### src/rtl/mem_bridge_pkg.sv
// Shared definitions for the CPU-to-cache word bridge.
//   SZ_*          : cpu_size encodings (3 is illegal)
//   state_t       : bridge sequencer states
//   is_misaligned : flags illegal sizes and unaligned half/word addresses
package mem_bridge_pkg;

  localparam logic [1:0] SZ_BYTE = 2'd0;
  localparam logic [1:0] SZ_HALF = 2'd1;
  localparam logic [1:0] SZ_WORD = 2'd2;

  typedef enum logic [2:0] {
    ST_IDLE,
    ST_ISSUE_LO,
    ST_GAP,
    ST_ISSUE_HI,
    ST_DONE
  } state_t;

  function automatic logic is_misaligned(input logic [1:0] size,
                                         input logic [1:0] addr_lo);
    logic bad;
    case (size)
      SZ_BYTE: bad = 1'b0;
      SZ_HALF: bad = addr_lo[0];
      SZ_WORD: bad = (addr_lo != 2'b00);
      default: bad = 1'b1;
    endcase
    return bad;
  endfunction

endpackage

### src/rtl/mem_load_align.sv
// Load result formatter (purely combinational).
//   hi, lo    : upper / lower 16-bit halves returned by the cache
//   byte_sel  : byte address bit 0, picks lane [15:8] when set
//   size      : access size encoding
//   is_signed : sign-extend byte/half results
//   data      : right-aligned, extended 32-bit load result
module mem_load_align (
  input  logic [15:0] hi,
  input  logic [15:0] lo,
  input  logic        byte_sel,
  input  logic [1:0]  size,
  input  logic        is_signed,
  output logic [31:0] data
);
  import mem_bridge_pkg::*;

  logic [7:0] lane;

  always_comb begin
    lane = byte_sel ? lo[15:8] : lo[7:0];
    case (size)
      SZ_BYTE: data = {{24{is_signed & lane[7]}}, lane};
      SZ_HALF: data = {{16{is_signed & lo[15]}}, lo};
      default: data = {hi, lo};
    endcase
  end

endmodule

### src/rtl/mem_word_bridge.sv
// Converts 32-bit CPU byte/half/word accesses into one or two 16-bit cache
// transactions over the rw_req/data_valid handshake.
//   clk, reset          : clock, synchronous active-high reset
//   cpu_*               : CPU request in, single-cycle cpu_ready/cpu_err out
//   mc_*                : registered request to the cache, held stable for the
//                         whole handshake; mc_read_data/mc_data_valid back
// A watchdog aborts a half-transaction that sees no data_valid for TIMEOUT
// consecutive issue cycles.
module mem_word_bridge #(
  parameter int TIMEOUT = 1023,
  parameter int CNT_W   = $clog2(TIMEOUT + 1)
) (
  input  logic        clk,
  input  logic        reset,
  input  logic        cpu_req,
  input  logic        cpu_we,
  input  logic [1:0]  cpu_size,
  input  logic        cpu_signed,
  input  logic [31:0] cpu_addr,
  input  logic [31:0] cpu_wdata,
  output logic [31:0] cpu_rdata,
  output logic        cpu_ready,
  output logic        cpu_err,
  output logic        mc_ce,
  output logic [31:0] mc_address,
  output logic [1:0]  mc_be,
  output logic        mc_rw_req,
  output logic        mc_rw,
  output logic [15:0] mc_write_data,
  input  logic [15:0] mc_read_data,
  input  logic        mc_data_valid
);
  import mem_bridge_pkg::*;

  state_t             state_q, state_d;
  logic               we_q, we_d;
  logic               signed_q, signed_d;
  logic               byte_sel_q, byte_sel_d;
  logic [1:0]         size_q, size_d;
  logic [15:0]        wdata_hi_q, wdata_hi_d;
  logic [15:0]        lo_q, lo_d;
  logic [CNT_W-1:0]   wdog_q, wdog_d, wdog_inc;

  logic [31:0]        cpu_rdata_q, cpu_rdata_d;
  logic               cpu_ready_q, cpu_ready_d;
  logic               cpu_err_q, cpu_err_d;
  logic               mc_ce_q, mc_ce_d;
  logic [31:0]        mc_address_q, mc_address_d;
  logic [1:0]         mc_be_q, mc_be_d;
  logic               mc_rw_req_q, mc_rw_req_d;
  logic               mc_rw_q, mc_rw_d;
  logic [15:0]        mc_write_data_q, mc_write_data_d;

  logic [15:0]        align_lo;
  logic [31:0]        align_data;

  // The completing half is formatted straight from mc_read_data so the
  // result is registered on the same edge that ends the handshake.
  assign align_lo = (state_q == ST_ISSUE_HI) ? lo_q : mc_read_data;

  mem_load_align u_align (
    .hi        (mc_read_data),
    .lo        (align_lo),
    .byte_sel  (byte_sel_q),
    .size      (size_q),
    .is_signed (signed_q),
    .data      (align_data)
  );

  assign wdog_inc = wdog_q + 1'b1;

  always_comb begin
    state_d         = state_q;
    we_d            = we_q;
    signed_d        = signed_q;
    byte_sel_d      = byte_sel_q;
    size_d          = size_q;
    wdata_hi_d      = wdata_hi_q;
    lo_d            = lo_q;
    wdog_d          = wdog_q;
    cpu_rdata_d     = 32'd0;
    cpu_ready_d     = 1'b0;
    cpu_err_d       = 1'b0;
    mc_ce_d         = mc_ce_q;
    mc_address_d    = mc_address_q;
    mc_be_d         = mc_be_q;
    mc_rw_req_d     = mc_rw_req_q;
    mc_rw_d         = mc_rw_q;
    mc_write_data_d = mc_write_data_q;

    case (state_q)
      ST_IDLE: begin
        if (cpu_req) begin
          we_d       = cpu_we;
          signed_d   = cpu_signed;
          byte_sel_d = cpu_addr[0];
          size_d     = cpu_size;
          wdata_hi_d = cpu_wdata[31:16];
          if (is_misaligned(cpu_size, cpu_addr[1:0])) begin
            state_d     = ST_DONE;
            cpu_ready_d = 1'b1;
            cpu_err_d   = 1'b1;
          end else begin
            state_d     = ST_ISSUE_LO;
            wdog_d      = '0;
            mc_rw_req_d = 1'b1;
            mc_ce_d     = 1'b1;
            mc_rw_d     = cpu_we;
            if (cpu_size == SZ_WORD) begin
              mc_address_d = {cpu_addr[31:2], 2'b00};
            end else begin
              mc_address_d = {cpu_addr[31:1], 1'b0};
            end
            if (cpu_size == SZ_BYTE) begin
              mc_be_d         = cpu_addr[0] ? 2'b10 : 2'b01;
              mc_write_data_d = {cpu_wdata[7:0], cpu_wdata[7:0]};
            end else begin
              mc_be_d         = 2'b11;
              mc_write_data_d = cpu_wdata[15:0];
            end
          end
        end
      end

      ST_ISSUE_LO, ST_ISSUE_HI: begin
        if (mc_data_valid) begin
          mc_rw_req_d = 1'b0;
          mc_ce_d     = 1'b0;
          if (state_q == ST_ISSUE_LO) begin
            lo_d = mc_read_data;
          end
          if ((state_q == ST_ISSUE_LO) && (size_q == SZ_WORD)) begin
            state_d = ST_GAP;
          end else begin
            state_d     = ST_DONE;
            cpu_ready_d = 1'b1;
            cpu_rdata_d = we_q ? 32'd0 : align_data;
          end
        end else if (wdog_inc == CNT_W'(TIMEOUT)) begin
          mc_rw_req_d = 1'b0;
          mc_ce_d     = 1'b0;
          state_d     = ST_DONE;
          cpu_ready_d = 1'b1;
          cpu_err_d   = 1'b1;
        end else begin
          wdog_d = wdog_inc;
        end
      end

      // One idle cycle lets the cache see rw_req low before the second half.
      ST_GAP: begin
        state_d         = ST_ISSUE_HI;
        wdog_d          = '0;
        mc_rw_req_d     = 1'b1;
        mc_ce_d         = 1'b1;
        mc_address_d    = mc_address_q | 32'h0000_0002;
        mc_be_d         = 2'b11;
        mc_write_data_d = wdata_hi_q;
      end

      default: begin
        state_d = ST_IDLE;
      end
    endcase
  end

  always_ff @(posedge clk) begin
    if (reset) begin
      state_q         <= ST_IDLE;
      we_q            <= 1'b0;
      signed_q        <= 1'b0;
      byte_sel_q      <= 1'b0;
      size_q          <= SZ_BYTE;
      wdata_hi_q      <= 16'd0;
      lo_q            <= 16'd0;
      wdog_q          <= '0;
      cpu_rdata_q     <= 32'd0;
      cpu_ready_q     <= 1'b0;
      cpu_err_q       <= 1'b0;
      mc_ce_q         <= 1'b0;
      mc_address_q    <= 32'd0;
      mc_be_q         <= 2'b00;
      mc_rw_req_q     <= 1'b0;
      mc_rw_q         <= 1'b0;
      mc_write_data_q <= 16'd0;
    end else begin
      state_q         <= state_d;
      we_q            <= we_d;
      signed_q        <= signed_d;
      byte_sel_q      <= byte_sel_d;
      size_q          <= size_d;
      wdata_hi_q      <= wdata_hi_d;
      lo_q            <= lo_d;
      wdog_q          <= wdog_d;
      cpu_rdata_q     <= cpu_rdata_d;
      cpu_ready_q     <= cpu_ready_d;
      cpu_err_q       <= cpu_err_d;
      mc_ce_q         <= mc_ce_d;
      mc_address_q    <= mc_address_d;
      mc_be_q         <= mc_be_d;
      mc_rw_req_q     <= mc_rw_req_d;
      mc_rw_q         <= mc_rw_d;
      mc_write_data_q <= mc_write_data_d;
    end
  end

  assign cpu_rdata     = cpu_rdata_q;
  assign cpu_ready     = cpu_ready_q;
  assign cpu_err       = cpu_err_q;
  assign mc_ce         = mc_ce_q;
  assign mc_address    = mc_address_q;
  assign mc_be         = mc_be_q;
  assign mc_rw_req     = mc_rw_req_q;
  assign mc_rw         = mc_rw_q;
  assign mc_write_data = mc_write_data_q;

endmodule

### config.mk
export PLATFORM = sky130hd
export DESIGN_NAME = mem_word_bridge
export DESIGN_NICKNAME = d
export VERILOG_FILES = /design/src/rtl/mem_bridge_pkg.sv /design/src/rtl/mem_load_align.sv /design/src/rtl/mem_word_bridge.sv
export SDC_FILE = /design/constraint.sdc
export NUM_CORES = 1
export LEC_CHECK = 0
export CAP_MARGIN = 20
export CORE_MARGIN = 2
export CORE_UTILIZATION = 40
export CTS_BUF_LIST = sky130_fd_sc_hd__clkbuf_4 sky130_fd_sc_hd__clkbuf_8
export CTS_CLUSTER_DIAMETER = 50
export CTS_CLUSTER_SIZE = 8
export DETAILED_ROUTE_END_ITERATION = 7
export PLACE_DENSITY_LB_ADDON = 0.12
export SETUP_SLACK_MARGIN = 0.02
export SLEW_MARGIN = 25
export SYNTH_ARGS = -nofsm -noshare
export SYNTH_HDL_FRONTEND = slang
export SYNTH_SLANG_ARGS = --single-unit
### constraint.sdc
create_clock -name clk -period 2.6 [get_ports clk]
set_clock_uncertainty 0.05 [all_clocks]
set_input_delay 0.26 -clock clk [delete_from_list [all_inputs] [get_ports clk]]
set_output_delay 0.26 -clock clk [all_outputs]
set_load 0.01 [all_outputs]
==> flow_metrics.tcl <==
set metrics [dict create \
    number_of_hold_violations_in_the_final_report 0 \
    detail_route.drc_violations 0 \
    drt-wirelength-per-cell_um 14.7 \
    track_usage_pct 21.3 \
    detailed_route_wire_length_mm 15.0 \
    yosysTopAreaCellShare_pct 50.2 \
    postCtsHoldBufs 0 \
    vdd_ir_drop_max_v 0.000351 \
    internal_dissipation_mw 3.52 \
    num_clock_sinks 135 \
    cp-start-kind "flop" \
    worst_slew_margin_rel_pct 52.2 \
    criticalPathCategory "flop to flop" \
    ctsLongestPathBuffers 2 \
    ys_top_cells_by_count "205 x sky130_fd_sc_hd__nand2_1, 135 x sky130_fd_sc_hd__dfxtp_1, 109 x sky130_fd_sc_hd__a21oi_1" \
    cts_tree "yes" \
    ctsRootBufferMaster "sky130_fd_sc_hd__clkbuf_8" \
    syn-num-nets 747 \
    detailedPlacementHpwl_mm 10.6 \
    finalWeightedCongestion 0.832 \
    drive_gt1_share_pct 9.76 \
    antenna_cells 0 \
    synth_most_common_cell "sky130_fd_sc_hd__nand2_1" \
    number_of_placed_cells_counting_well_taps 985 \
    cts_made_buffers 17 \
    leakagePower_nw 2.78 \
    synth_area_per_cell_um2 8.20 \
    grt_antenna_before_repair 0 \
    synth_warnings 0 \
    finalCoreUtilization_pct 59.1 \
    rsz0062_at_grt "false" \
    power_switching_mw 1.16 \
    finish.net_count 919 \
    crit_path_end_kind "flop" \
    netlist-cell-type-count 55 \
    timing.max_cap.violations 0 \
    dieArea_um2 14400 \
    maxClockFrequency_mhz 420 \
    syn_std_cell_area_um2 5390 \
    worst_skew_pair_latency_ns 0.44 \
    synthesized_instance_count 657 \
    synth_enable_flop_cells 0 \
    finalCritPeriodShare_pct 91.5 \
    synth-async-reset-ratio_pct 0 \
    detail_route.first_pass.iterations 5 \
    critPathRequiredTime_ns 2.91 \
    postSynthRegisterBits 135 \
    floorplan.die.height_um 120 \
    fin_setup_tns_ns 0 \
    clk_pin_slew_worst_paths_ns 0.08 \
    power.share.sequential_pct 47.2 \
    io_pins 175 \
    timing_max_transition_violations_final 0 \
    synth_sequential_area_ratio_pct 50.2 \
    power_frac_comb_pct 14.4 \
    power.total_mw 4.68 \
    multiInputGateArea_um2 2530 \
    syn_to_final_growth_pct 44.7 \
    switching_share_pct 24.8 \
    global_route_wire_length_before_repair_mm 24.4 \
    initial_core_utilization_pct 40.9 \
    powerDensity_nw_per_um2 601 \
    gr-total-overflow 0 \
    worst-endpoint-arrival_ns 2.69 \
    port-buffer-count 173 \
    final_cell_count_no_fill 1016 \
    outcome "finished clean" \
    hold_path.class "input pin to flop" \
    placement_rows 42 \
    power.share.clock_pct 38.4 \
    cts.htree.levels 4 \
    number_of_antenna_violating_nets_in_the_routed_design 0 \
    detailroute.via_count 5113 \
    grt_max_degree 67 \
    yosysTopAreaCell "sky130_fd_sc_hd__dfxtp_1" \
    initial_drc_count 264 \
    die_w_um 120 \
    dominantRegCellSynth "sky130_fd_sc_hd__dfxtp_1" \
    finalWorstPathRequiredPeriod_ns 2.38 \
    fp.coreArea_um2 13200 \
    post_synth_main_area_contributors "sky130_fd_sc_hd__dfxtp_1 50%, sky130_fd_sc_hd__nand2_1 14%, sky130_fd_sc_hd__a21oi_1 10%" \
    path_max_fanout 8 \
    tightest_slew_ns 0.715 \
    grt_pass1_vias 4990 \
    fill_cell_instance_count_of_the_final_layout 1179 \
    setup_viol 0 \
    vias_per_cell 5.03 \
    register_area_um2 2700 \
]
## cell type report
cell class	count	area share, %
clock buffer	22	3.64
clock inverter	8	1.59
inverter	7	0.337
multi-input combinational	470	32.4
sequential	135	34.6
tap	176	2.82
timing repair buffer	198	24.6
## power by group through the flow
| stage | logic, mW | clock network, mW | registers (mW) |
|---|---|---|---|
| floorplan | 0.291 | 0 | 2.27 |
| global placement | 0.665 | 0 | 2.25 |
| detailed placement | 0.675 | 0 | 2.26 |
| CTS | 0.678 | 1.84 | 2.21 |
| global route | 0.742 | 1.93 | 2.22 |
| finish | 0.675 | 1.80 | 2.21 |
## sequential cells by signal (all words and copies together), names as in the netlist
name	flops
cpu_err	1
cpu_ready	1
mc_address	31
wdog_q	10
wdata_hi_q	16
mc_write_data	16
signed_q	1
byte_sel_q	1
mc_rw	1
state_q	3
mc_be	2
lo_q	16
we_q	1
cpu_rdata	32
mc_rw_req	1
size_q	2
## per-stage QoR
| stage | setup slack, ns | area [um2] | hold WS (ns) |
|---|---|---|---|
| CTS | 0.0757 | 7780 | 0.127 |
| global route | 0.0921 | 7800 | 0.160 |
| global placement | 0.208 | 7370 | 0.389 |
| floorplan | 0.116 | 5390 | 0.346 |
| detailed placement | 0.0969 | 7370 | 0.399 |
| finish | 0.222 | 7800 | 0.174 |
## cell usage in the layout, fill, tap and decap left out, types with 3 or more instances in the layout
master and n:
sky130_fd_sc_hd__a21oi_1 109, sky130_fd_sc_hd__a221oi_1 8, sky130_fd_sc_hd__a311oi_1 8, sky130_fd_sc_hd__and2_1 4, sky130_fd_sc_hd__buf_4 26, sky130_fd_sc_hd__bufinv_16 3
sky130_fd_sc_hd__clkbuf_4 3, sky130_fd_sc_hd__clkbuf_8 19, sky130_fd_sc_hd__clkdlybuf4s50_1 172, sky130_fd_sc_hd__dfxtp_1 135, sky130_fd_sc_hd__inv_1 7, sky130_fd_sc_hd__mux4_2 8
sky130_fd_sc_hd__nand2_1 205, sky130_fd_sc_hd__nand2b_1 4, sky130_fd_sc_hd__nand3_1 5, sky130_fd_sc_hd__nand3b_1 3, sky130_fd_sc_hd__nand4_1 3, sky130_fd_sc_hd__nor2_1 40
sky130_fd_sc_hd__nor2b_1 8, sky130_fd_sc_hd__nor3_1 6, sky130_fd_sc_hd__o21ai_0 13
## worst paths after layout
check,start,end,slack [ns],cells after the start
worst max-delay path,wdog_q[1]$_SDFFE_PP0P_,wdog_q[5]$_SDFFE_PP0P_,0.22,7
worst min-delay path,reset,byte_sel_q$_SDFFE_PP0P_,0.17,2
worst max register to register,wdog_q[1]$_SDFFE_PP0P_,wdog_q[5]$_SDFFE_PP0P_,0.22,7
worst min register to register,mc_address[30]$_SDFFE_PP0P_,mc_address[30]$_SDFFE_PP0P_,0.41,2
## layer usage
layer	up-vias	share of wire, %	global-route usage (%)
met5	-	0	0
met4	0	1.5	7.57
met3	18	9.2	8.32
met2	175	48	34.4
met1	2355	41	25.7
li1	2565	-	-
## logic make-up (layout without fill, tap and decap cells)
family | Yosys count | count (layout) | synth area share [%]
compound gates | 162 | 162 | 18.1
flops | 135 | 135 | 50.2
mux | 9 | 9 | 3.53
other cells | 1 | 1 | 0.0696
simple gates | 292 | 292 | 23.0
fa+ha+maj | 2 | 2 | 0.464
xor+xnor | 4 | 4 | 0.650
buf+inv | 52 | 235 | 3.99
## critical path, cell delays in order (launching register included)
cell	delay (ns)
sky130_fd_sc_hd__dfxtp_1	0.44
sky130_fd_sc_hd__ha_1	0.36
sky130_fd_sc_hd__nand4_1	0.18
sky130_fd_sc_hd__xnor2_1	0.16
sky130_fd_sc_hd__o22ai_1	0.36
sky130_fd_sc_hd__a21oi_2	0.19
sky130_fd_sc_hd__or3_4	0.40
sky130_fd_sc_hd__o221ai_2	0.16
## what timing repair did
item,CTS,global route
buffers inserted,0,1
setup endpoints to repair,0,7
resized for setup,0,1
(Power assumes the default switching activity.)
